File: src/rtl/grf_wb_arbiter_pkg.sv
// Shared types and defaults for the GRF write-back arbiter.
// The W-stage data select encodings live here so the W mux and this block agree.
package grf_wb_arbiter_pkg;
  localparam int DEPTH_DEF      = 2;
  localparam int STARVE_MAX_DEF = 4;

  localparam logic [1:0] SEL_WD_ALU = 2'b00;
  localparam logic [1:0] SEL_WD_DM  = 2'b01;
  localparam logic [1:0] SEL_WD_PC8 = 2'b10;

  typedef struct packed {
    logic [4:0]  a3;
    logic [31:0] wd;
  } wb_ent_t;
endpackage

File: src/rtl/grf_wb_arbiter_if.sv
// Write-back bundle: W stage, MDU issue/return, D-stage hazard query and GRF write port.
interface grf_wb_arbiter_if;
  logic        W_GRF_we;
  logic [4:0]  W_GRF_A3;
  logic [31:0] W_GRF_WD;
  logic        mdu_issue;
  logic [4:0]  mdu_issue_A3;
  logic        mdu_issue_ready;
  logic        mdu_valid;
  logic [4:0]  mdu_A3;
  logic [31:0] mdu_WD;
  logic        mdu_ready;
  logic [4:0]  D_rs, D_rt, D_A3;
  logic        stall_D, stall_W;
  logic        GRF_we;
  logic [4:0]  GRF_A3;
  logic [31:0] GRF_WD;

  modport slave (
    input  W_GRF_we, W_GRF_A3, W_GRF_WD, mdu_issue, mdu_issue_A3,
           mdu_valid, mdu_A3, mdu_WD, D_rs, D_rt, D_A3,
    output mdu_issue_ready, mdu_ready, stall_D, stall_W, GRF_we, GRF_A3, GRF_WD
  );
  modport master (
    output W_GRF_we, W_GRF_A3, W_GRF_WD, mdu_issue, mdu_issue_A3,
           mdu_valid, mdu_A3, mdu_WD, D_rs, D_rt, D_A3,
    input  mdu_issue_ready, mdu_ready, stall_D, stall_W, GRF_we, GRF_A3, GRF_WD
  );
endinterface

File: src/rtl/grf_wb_arbiter_mdu_wb_fifo.sv
// Small synchronous FIFO holding returned MDU results until the GRF port is free.
module mdu_wb_fifo
  import grf_wb_arbiter_pkg::*;
#(
  parameter int DEPTH = DEPTH_DEF
) (
  input  logic    clk,
  input  logic    reset,
  input  logic    push,
  input  wb_ent_t push_data,
  input  logic    pop,
  output logic    full,
  output logic    empty,
  output wb_ent_t head
);
  localparam int PW = (DEPTH > 1) ? $clog2(DEPTH) : 1;
  localparam int CW = $clog2(DEPTH + 1);

  wb_ent_t         mem_q [DEPTH];
  wb_ent_t         mem_d [DEPTH];
  logic [PW-1:0]   wr_ptr_q, wr_ptr_d, rd_ptr_q, rd_ptr_d;
  logic [CW-1:0]   cnt_q, cnt_d;
  logic            do_pop;

  function automatic logic [PW-1:0] ptr_inc(input logic [PW-1:0] p);
    return (p == PW'(DEPTH - 1)) ? '0 : p + PW'(1);
  endfunction

  assign full   = (cnt_q == CW'(DEPTH));
  assign empty  = (cnt_q == '0);
  assign head   = mem_q[rd_ptr_q];
  assign do_pop = pop & ~empty;

  always_comb begin
    mem_d    = mem_q;
    wr_ptr_d = wr_ptr_q;
    rd_ptr_d = rd_ptr_q;
    cnt_d    = cnt_q;
    if (push) begin
      mem_d[wr_ptr_q] = push_data;
      wr_ptr_d        = ptr_inc(wr_ptr_q);
    end
    if (do_pop) rd_ptr_d = ptr_inc(rd_ptr_q);
    // A full FIFO never sees push, so a simultaneous pop cannot overflow.
    case ({push, do_pop})
      2'b10:   cnt_d = cnt_q + CW'(1);
      2'b01:   cnt_d = cnt_q - CW'(1);
      default: cnt_d = cnt_q;
    endcase
  end

  always_ff @(posedge clk or posedge reset) begin
    if (reset) begin
      wr_ptr_q <= '0;
      rd_ptr_q <= '0;
      cnt_q    <= '0;
      for (int i = 0; i < DEPTH; i++) mem_q[i] <= '0;
    end else begin
      wr_ptr_q <= wr_ptr_d;
      rd_ptr_q <= rd_ptr_d;
      cnt_q    <= cnt_d;
      mem_q    <= mem_d;
    end
  end
endmodule

File: src/rtl/grf_wb_arbiter.sv
// Arbitrates the single GRF write port between the W stage and buffered MDU results,
// and tracks which registers still have an MDU write in flight.
module grf_wb_arbiter
  import grf_wb_arbiter_pkg::*;
#(
  parameter int DEPTH      = DEPTH_DEF,
  parameter int STARVE_MAX = STARVE_MAX_DEF
) (
  input  logic              clk,
  input  logic              reset,
  grf_wb_arbiter_if.slave   bus
);
  localparam int SW = $clog2(STARVE_MAX + 1);
  localparam int OW = $clog2(DEPTH + 1);

  logic          full, empty, push, pop;
  wb_ent_t       head, push_ent;
  logic          w_act, head_nz, force_g;
  logic [SW-1:0] starve_q, starve_d;
  logic [31:0]   busy_q, busy_d;
  logic [OW-1:0] outst_q, outst_d;

  assign push     = bus.mdu_valid & ~full;
  assign push_ent = {bus.mdu_A3, bus.mdu_WD};

  mdu_wb_fifo #(.DEPTH(DEPTH)) u_fifo (
    .clk       (clk),
    .reset     (reset),
    .push      (push),
    .push_data (push_ent),
    .pop       (pop),
    .full      (full),
    .empty     (empty),
    .head      (head)
  );

  assign bus.mdu_ready       = ~full;
  assign bus.mdu_issue_ready = (outst_q < OW'(DEPTH));
  assign bus.stall_D         = busy_q[bus.D_rs] | busy_q[bus.D_rt] | busy_q[bus.D_A3];

  assign w_act   = bus.W_GRF_we & (bus.W_GRF_A3 != 5'd0);
  assign head_nz = (head.a3 != 5'd0);
  assign force_g = ~empty & head_nz & (starve_q == SW'(STARVE_MAX));

  always_comb begin
    pop         = 1'b0;
    bus.stall_W = 1'b0;
    bus.GRF_we  = 1'b0;
    bus.GRF_A3  = 5'd0;
    bus.GRF_WD  = 32'd0;
    // An r0 result is discarded without occupying the port, so W may still write.
    if (!empty && !head_nz) begin
      pop = 1'b1;
      if (w_act) begin
        bus.GRF_we = 1'b1;
        bus.GRF_A3 = bus.W_GRF_A3;
        bus.GRF_WD = bus.W_GRF_WD;
      end
    end else if (force_g) begin
      pop         = 1'b1;
      bus.stall_W = 1'b1;
      bus.GRF_we  = 1'b1;
      bus.GRF_A3  = head.a3;
      bus.GRF_WD  = head.wd;
    end else if (w_act) begin
      bus.GRF_we = 1'b1;
      bus.GRF_A3 = bus.W_GRF_A3;
      bus.GRF_WD = bus.W_GRF_WD;
    end else if (!empty) begin
      pop        = 1'b1;
      bus.GRF_we = 1'b1;
      bus.GRF_A3 = head.a3;
      bus.GRF_WD = head.wd;
    end
  end

  always_comb begin
    starve_d = starve_q;
    if (empty || pop)                           starve_d = '0;
    else if (w_act && starve_q != SW'(STARVE_MAX)) starve_d = starve_q + SW'(1);

    busy_d = busy_q;
    if (pop) busy_d[head.a3] = 1'b0;
    // Issue is applied after the pop clear so a same-register re-issue stays busy.
    if (bus.mdu_issue && bus.mdu_issue_A3 != 5'd0) busy_d[bus.mdu_issue_A3] = 1'b1;
    busy_d[0] = 1'b0;

    case ({bus.mdu_issue, pop})
      2'b10:   outst_d = outst_q + OW'(1);
      2'b01:   outst_d = outst_q - OW'(1);
      default: outst_d = outst_q;
    endcase
  end

  always_ff @(posedge clk or posedge reset) begin
    if (reset) begin
      starve_q <= '0;
      busy_q   <= '0;
      outst_q  <= '0;
    end else begin
      starve_q <= starve_d;
      busy_q   <= busy_d;
      outst_q  <= outst_d;
    end
  end
endmodule

File: src/flat_wrapper.sv
// flat-port wrapper written by rule: the top's interface ports become plain ports
module grf_wb_arbiter_flat import grf_wb_arbiter_pkg::*;
#(
  parameter int DEPTH      = DEPTH_DEF,
  parameter int STARVE_MAX = STARVE_MAX_DEF
)
  (clk, reset, bus_W_GRF_we, bus_W_GRF_A3, bus_W_GRF_WD, bus_mdu_issue, bus_mdu_issue_A3, bus_mdu_valid, bus_mdu_A3, bus_mdu_WD, bus_D_rs, bus_D_rt, bus_D_A3, bus_mdu_issue_ready, bus_mdu_ready, bus_stall_D, bus_stall_W, bus_GRF_we, bus_GRF_A3, bus_GRF_WD);
  grf_wb_arbiter_if bus_i ();
  input  logic clk;
  input  logic reset;
  input wire logic [$bits(bus_i.W_GRF_we)-1:0] bus_W_GRF_we;
  input wire logic [$bits(bus_i.W_GRF_A3)-1:0] bus_W_GRF_A3;
  input wire logic [$bits(bus_i.W_GRF_WD)-1:0] bus_W_GRF_WD;
  input wire logic [$bits(bus_i.mdu_issue)-1:0] bus_mdu_issue;
  input wire logic [$bits(bus_i.mdu_issue_A3)-1:0] bus_mdu_issue_A3;
  input wire logic [$bits(bus_i.mdu_valid)-1:0] bus_mdu_valid;
  input wire logic [$bits(bus_i.mdu_A3)-1:0] bus_mdu_A3;
  input wire logic [$bits(bus_i.mdu_WD)-1:0] bus_mdu_WD;
  input wire logic [$bits(bus_i.D_rs)-1:0] bus_D_rs;
  input wire logic [$bits(bus_i.D_rt)-1:0] bus_D_rt;
  input wire logic [$bits(bus_i.D_A3)-1:0] bus_D_A3;
  output wire logic [$bits(bus_i.mdu_issue_ready)-1:0] bus_mdu_issue_ready;
  output wire logic [$bits(bus_i.mdu_ready)-1:0] bus_mdu_ready;
  output wire logic [$bits(bus_i.stall_D)-1:0] bus_stall_D;
  output wire logic [$bits(bus_i.stall_W)-1:0] bus_stall_W;
  output wire logic [$bits(bus_i.GRF_we)-1:0] bus_GRF_we;
  output wire logic [$bits(bus_i.GRF_A3)-1:0] bus_GRF_A3;
  output wire logic [$bits(bus_i.GRF_WD)-1:0] bus_GRF_WD;
  assign bus_i.W_GRF_we = bus_W_GRF_we;
  assign bus_i.W_GRF_A3 = bus_W_GRF_A3;
  assign bus_i.W_GRF_WD = bus_W_GRF_WD;
  assign bus_i.mdu_issue = bus_mdu_issue;
  assign bus_i.mdu_issue_A3 = bus_mdu_issue_A3;
  assign bus_i.mdu_valid = bus_mdu_valid;
  assign bus_i.mdu_A3 = bus_mdu_A3;
  assign bus_i.mdu_WD = bus_mdu_WD;
  assign bus_i.D_rs = bus_D_rs;
  assign bus_i.D_rt = bus_D_rt;
  assign bus_i.D_A3 = bus_D_A3;
  assign bus_mdu_issue_ready = bus_i.mdu_issue_ready;
  assign bus_mdu_ready = bus_i.mdu_ready;
  assign bus_stall_D = bus_i.stall_D;
  assign bus_stall_W = bus_i.stall_W;
  assign bus_GRF_we = bus_i.GRF_we;
  assign bus_GRF_A3 = bus_i.GRF_A3;
  assign bus_GRF_WD = bus_i.GRF_WD;
  grf_wb_arbiter #(.DEPTH(DEPTH), .STARVE_MAX(STARVE_MAX)) u_core (.clk(clk), .reset(reset), .bus(bus_i));
endmodule
File: config.mk
export PLATFORM = sky130hd
export DESIGN_NAME = grf_wb_arbiter_flat
export DESIGN_NICKNAME = d
export VERILOG_FILES = /design/src/rtl/grf_wb_arbiter_pkg.sv /design/src/rtl/grf_wb_arbiter_if.sv /design/src/rtl/grf_wb_arbiter_mdu_wb_fifo.sv /design/src/rtl/grf_wb_arbiter.sv /design/src/flat_wrapper.sv
export SDC_FILE = /design/constraint.sdc
export NUM_CORES = 1
export LEC_CHECK = 0
export BUFFER_PORTS_ARGS = -buffer_cell sky130_fd_sc_hd__buf_4
export CAP_MARGIN = 20
export CORE_MARGIN = 5
export CORE_UTILIZATION = 55
export DETAILED_ROUTE_END_ITERATION = 8
export GPL_TIMING_DRIVEN = 0
export HOLD_SLACK_MARGIN = 0.06
export PLACE_DENSITY_LB_ADDON = 0.05
export SETUP_SLACK_MARGIN = 0.1
export SYNTH_ARGS = -nofsm -noshare
export SYNTH_HDL_FRONTEND = slang
export SYNTH_HIERARCHICAL = 1
export SYNTH_SLANG_ARGS = --single-unit
File: constraint.sdc
create_clock -name clk -period 4.5 [get_ports clk]
set_input_delay 0.9 -clock clk [delete_from_list [all_inputs] [get_ports clk]]
set_output_delay 0.9 -clock clk [all_outputs]
set_load 0.1 [all_outputs]
==> flow_metrics.py, run 1 <==
metrics = {
    "grt": {
        "gr-total-overflow": 0,
        "first_global_vias": 5760,
        "grt_max_degree": 77,
        "antenna_found_initial": 0,
        "grt_usage": 0.2592,
        "grt_pass1_wl_um": 29090,
    },
    "sta": {
        "drv_slew": 0,
        "worst_pin_slew_ns": 0.7834,
        "relSlewSlack": 0.4772,
        "rsz0062_at_grt": "yes",
        "skew_ns": 0.007521,
        "max_freq_mhz": 234.9,
        "setup_violations": 0,
        "period_needed_ns": 4.257,
        "post-route-period-util": 0.9460,
        "final_hold_viol_count": 0,
        "timing.hold.ws_ns": 0.3629,
    },
    "synth": {
        "synth_async_sr_flop_share": 1.000,
        "syn_avg_cell_area_um2": 11.10,
        "synth_flop_cell": "dfrtp_1",
        "ys_warn_count": 6,
        "synth_fp_nets": 695,
        "synth_area_leaders": "dfrtp_1 (43%), mux2_2 (19%), mux4_2 (6.5%)",
        "yosys.area.top_type": "dfrtp_1",
        "synth-edff-count": 0,
        "synthCells": 592,
        "synth.top_cell.area_share": 0.4340,
        "synth.yosys.seq_area_share": 0.4340,
        "ys_types": 59,
        "syn_area_um2": 6573,
        "ys_ff_latch": 114,
    },
    "clock_network": {
        "root_buffer": "clkbuf_16",
        "clk_pin_slew_ns": 0.05,
        "tritoncts": "done",
        "postCtsHoldBufs": 0,
        "cts_sinks": 114,
        "clock_latency_ns": 0.41,
        "numCtsBuffers": 17,
        "h-tree-depth": 4,
        "clockBufferDepth": 2,
    },
    "setup_path": {
        "critPathLaunchType": "flip-flop",
        "reg2reg_depth": 12,
        "crit_fanout": 10,
        "critPathKind": "reg -> out",
        "endpoint_kind": "output port",
        "cp_data_arrival_time_ns": 3.36,
        "worstPathRequired_ns": 3.60,
    },
    "cells_and_area": {
        "diodes": 0,
        "syn_to_final_growth_pct": 30.59,
        "num-nets-final": 850,
        "layout-drive-gt1-share": 0.4500,
        "fillerInstances": 858,
    },
    "power": {
        "total_power_mw": 7.260,
        "leakagePower_nw": 3.835,
        "peakVddDrop_mv": 0.6869,
        "cellPowerDensity_nw_per_um2": 845.8,
    },
    "floorplanning": {
        "rows": 40,
        "die_y_um": 119.3,
        "start_util": 0.5541,
        "die_x_um": 119.3,
        "num_io_pins": 141,
        "die_area_um2": 14240,
        "coreArea_um2": 11860,
    },
    "routing": {
        "ant_nets": 0,
        "avgRoutedWirePerCell_um": 20.07,
        "avgViaCountPerCell": 5.822,
        "drc_errors": 0,
        "drtPass1Iterations": 5,
        "dr_total_vias": 5281,
        "dr.first_iter.drc_count": 261,
        "wl_um": 18200,
    },
    "status": {
        "outcome": "finished clean",
    },
    "flow_run": {
        "cap_violations": 0,
    },
    "place": {
        "dp_hpwl_um": 13630,
        "globalplace.congestion": 0.9236,
        "portBuffers": 132,
    },
    "min_path": {
        "min_path_type": "in -> async",
    },
}
-- power by group --
group          internal, mW  leakage (nW)  switching, mW
Sequential             1.55          1.35          0.376
Combinational          1.55          2.20           2.44
Clock                 0.894         0.286          0.447
Total                  4.00          3.84           3.26
-- worst paths after layout --
path / startpoint / to / slack [ns]
worst max-delay path: u_core/u_fifo/rd_ptr_q / bus_GRF_WD[30] / 0.24
worst min-delay path: reset / u_core/u_fifo/mem_q[6] / 0.36
worst max register to register: u_core/u_fifo/rd_ptr_q / u_core/u_fifo/cnt_q[1] / 1.26
worst min register to register: u_core/starve_q[0] / u_core/starve_q[0] / 0.47
max in group asynchronous: reset / u_core/outst_q[1] / 3.28
min in group clk: u_core/starve_q[0] / u_core/starve_q[0] / 0.47
-- critical path: stages (launching register included) --
cell	delay (ns)
dfrtp_1	0.34
clkbuf_4	0.23
buf_4	0.23
mux2_2	0.37
clkbuf_1	0.23
nor3_4	0.28
a21oi_4	0.17
a21oi_4	0.29
clkbuf_4	0.29
nand2_1	0.09
o21ai_0	0.12
buf_6	0.27
-- final cells by class --
type	count	area [um2]	share of cell area
plain buffers	36	261.5	0.03047
repair buffers	136	1170	0.1363
clock inverters	10	132.6	0.01545
well taps	147	183.9	0.02143
multi-input cells	418	3426	0.3991
inverters	24	92.59	0.01079
flip-flops and latches	114	2853	0.3324
clock buffers	22	464.2	0.05408
-- kinds of logic after synthesis --
group | after synthesis | share of synthesized area
xor+xnor | 9 | 0.01199
flops | 114 | 0.4340
fa+ha+maj | 4 | 0.007615
simple gates | 162 | 0.1211
compound gates | 100 | 0.1005
mux | 143 | 0.2755
buf+inv | 60 | 0.04931
-- per-stage QoR --
stage | instance area (um2) | setup WS (ns) | cells | util | TNS (ns)
final | 8583 | 0.2432 | 907 | 0.7236 | 0
after CTS | 8446 | 0.1096 | 905 | 0.7120 | 0
after detailed placement | 7805 | -0.2221 | 873 | 0.6580 | -6.024
after global placement | 7747 | -0.1686 | 871 | 0.6532 | -3.540
after global routing | 8583 | 0.03723 | 907 | 0.7236 | 0
after floorplan | 6573 | -0.6106 | 592 | - | -14.39
-- sequential cells by signal, indices dropped and copies added, names as in the netlist --
name	count
u_core/u_fifo/wr_ptr_q	1
u_core/outst_q	2
u_core/busy_q	31
u_core/u_fifo/rd_ptr_q	1
u_core/starve_q	3
u_core/u_fifo/mem_q	74
u_core/u_fifo/cnt_q	2
-- repair_timing --
| item | 4_1_cts | 5_1_grt |
|---|---|---|
| endpoints found under the setup margin | 37 | 36 |
| setup buffers | 0 | 2 |
| pin swaps | 0 | 2 |
| resized for setup | 14 | 44 |
-- layer usage --
layer,GRT usage,share of wire
met5,0,0
met4,0.07516,0.012
met3,0.06838,0.065
met2,0.4497,0.52
met1,0.3188,0.40
-- placed cells by master (no fill, tap or decap), types with 6 or more instances in the layout --
master and n:
mux4_2 19, dfrtp_1 114, clkbuf_1 9, o21ai_1 24, mux2i_1 11, buf_2 6
xnor2_1 6, o2bb2ai_1 9, nand3b_1 7, nor3b_1 10, buf_4 108, a22o_1 8
clkbuf_16 17, inv_1 23, buf_6 36, o21ai_0 32, mux2_2 113, nand2b_1 6
nand2_1 91, nor2_1 14
-- cells in the mapped netlist, drive strengths merged (6+ instances only) --
library cell,instances
dfrtp,114
buf,16
nor2,14
mux2,113
xnor2,6
nand2,92
o2bb2ai,9
a22o,9
nor3b,10
nand3b,7
a21oi,6
o21ai,58
and3,6
inv,24
nand2b,6
clkbuf,20
mux2i,11
mux4,19
(Power assumes the default switching activity.)
==> run 2: changes to the inputs <==
CORE_MARGIN = 2   (was 5)
CORE_UTILIZATION = 30   (was 55)
==> flow_metrics.py, run 2 (synthesis results as in run 1) <==
metrics = {
    "sta": {
        "rsz0062_at_grt": "no",
        "max_freq_mhz": 246.5,
        "timing.hold.ws_ns": 0.4099,
        "setup_violations": 0,
        "worst_pin_slew_ns": 0.6228,
        "skew_ns": 0.007639,
        "period_needed_ns": 4.057,
        "relSlewSlack": 0.5848,
        "drv_slew": 0,
        "final_hold_viol_count": 0,
        "post-route-period-util": 0.9016,
    },
    "floorplanning": {
        "start_util": 0.3030,
        "coreArea_um2": 21690,
        "die_y_um": 152.0,
        "num_io_pins": 141,
        "rows": 54,
        "die_x_um": 152.0,
        "die_area_um2": 23110,
    },
    "cells_and_area": {
        "largest_reg_flops": 74,
        "final_core_util": 0.4005,
        "fin_area_um2": 8687,
        "num-nets-final": 849,
        "diodes": 0,
        "largest_registers": "u_core/u_fifo/mem_q: 74 flops, u_core/busy_q: 31 flops, u_core/starve_q: 3 flops",
        "fillerInstances": 2137,
        "stdcell_count": 1039,
        "layout-drive-gt1-share": 0.4519,
        "multi_input_area_um2": 3426,
        "mostFrequentLayoutCells": "buf_4 (126), dfrtp_1 (114), mux2_2 (113)",
        "syn_to_final_growth_pct": 32.17,
        "seq_area_um2": 2853,
        "regMostFlops": "u_core/u_fifo/mem_q",
        "final_common_cell": "buf_4",
    },
    "grt": {
        "grt_usage": 0.1761,
        "grt_pass1_wl_um": 31440,
        "gr-usage-met1": 0.2446,
        "top_usage_layer": "met2",
        "gr-total-overflow": 0,
        "grt_max_degree": 69,
        "use_met3": 0.05020,
        "grtUsageMet2": 0.2696,
        "first_global_vias": 5541,
        "antenna_found_initial": 0,
    },
    "clock_network": {
        "clock_latency_ns": 0.42,
        "cts_sinks": 114,
        "clk_pin_slew_ns": 0.06,
        "root_buffer": "clkbuf_16",
        "clockBufferDepth": 2,
        "tritoncts": "done",
        "numCtsBuffers": 17,
        "h-tree-depth": 4,
    },
    "routing": {
        "avgViaCountPerCell": 4.955,
        "drtPass1Iterations": 4,
        "dr_total_vias": 5148,
        "wl_um": 19900,
        "drc_errors": 0,
        "ant_nets": 0,
        "avgRoutedWirePerCell_um": 19.15,
        "dr.first_iter.drc_count": 241,
    },
    "power": {
        "peakVddDrop_mv": 0.4053,
        "cellPowerDensity_nw_per_um2": 833.7,
        "p_switching_mw": 3.309,
        "p_comb_frac": 0.546,
        "pwr-share-seq": 0.265,
        "pwr-share-clk": 0.188,
        "swShare": 0.4568,
        "p_int_mw": 3.934,
        "leakagePower_nw": 3.812,
    },
    "place": {
        "globalplace.congestion": 0.7819,
        "portBuffers": 132,
        "dp_hpwl_um": 15060,
        "place_inst": 1007,
        "placed_cell_area_um2": 7986,
    },
    "setup_path": {
        "crit_fanout": 10,
        "critPathKind": "reg -> out",
        "critPathLaunchType": "flip-flop",
        "crit_path_cell_trace": "clkbuf_4, buf_4, mux2_2, nor3_4, a21oi_4, a21oi_4, clkbuf_4, nand2_1, o21ai_1, buf_4",
        "cp_data_arrival_time_ns": 3.16,
        "worstPathRequired_ns": 3.60,
        "cp.buffers_inverters": 4,
        "endpoint_kind": "output port",
        "critPathTopFamily": "buffers and inverters",
        "cp_slowest_cell": "mux2_2",
        "cpPeakStageDelay_ns": 0.47,
    },
    "status": {
        "outcome": "finished clean",
    },
    "min_path": {
        "min_path_type": "in -> async",
    },
    "flow_run": {
        "cap_violations": 0,
    },
}
run 2: power groups by stage:
stage	Clock, mW	Combinational (mW)	Sequential [mW]
after floorplan	0	3.07	1.77
after global placement	0	3.85	1.90
after detailed placement	0	3.90	1.93
after CTS	1.40	3.97	1.92
after global routing	1.45	4.21	1.99
final	1.36	3.96	1.92
run 2: stage by stage:
| stage | power (mW) | TNS (ns) | setup WS (ns) |
|---|---|---|---|
| 4_1_cts | 7.294 | 0 | 0.08830 |
| 6_report | 7.243 | 0 | 0.4426 |
| 5_1_grt | 7.649 | 0 | 0.2414 |
| 3_3_place_gp | 5.751 | -12.53 | -0.4067 |
| 2_1_floorplan | 4.841 | -14.39 | -0.6106 |
| 3_5_place_dp | 5.834 | -12.44 | -0.4008 |
run 2: path summary, 6_finish.rpt:
kind / startpoint / to / slack, ns / cells past startpoint
min in group clk: u_core/starve_q[0] / u_core/starve_q[0] / 0.47 / 1
worst min-delay path: reset / u_core/u_fifo/mem_q[40] / 0.41 / 2
worst min register to register: u_core/starve_q[0] / u_core/starve_q[0] / 0.47 / 1
worst max-delay path: u_core/u_fifo/rd_ptr_q / bus_GRF_WD[0] / 0.44 / 10
worst max register to register: u_core/u_fifo/rd_ptr_q / u_core/u_fifo/cnt_q[1] / 1.64 / 10
max in group asynchronous: reset / u_core/u_fifo/mem_q[29] / 3.49 / 3
run 2: area by class of cell:
class	count	area share
Tap cell	280	0.04033
Inverter	24	0.01066
Sequential cell	114	0.3284
Buffer	35	0.02996
Multi-Input combinational cell	418	0.3944
Clock inverter	12	0.01800
Clock buffer	20	0.05142
Timing Repair Buffer	136	0.1269
run 2: timing repair:
action / CTS / global route
pin swaps: 0 / 1
buffers inserted: 0 / 1
resized for setup: 26 / 5
hold buffers: 0 / 0
setup endpoints to repair: 38 / 36
run 2: layer usage:
layer | up-vias | wire (um)
li1 | 2439 | -
met1 | 2549 | 9573
met2 | 142 | 9022
met3 | 18 | 1090
met4 | 0 | 210
met5 | - | 0
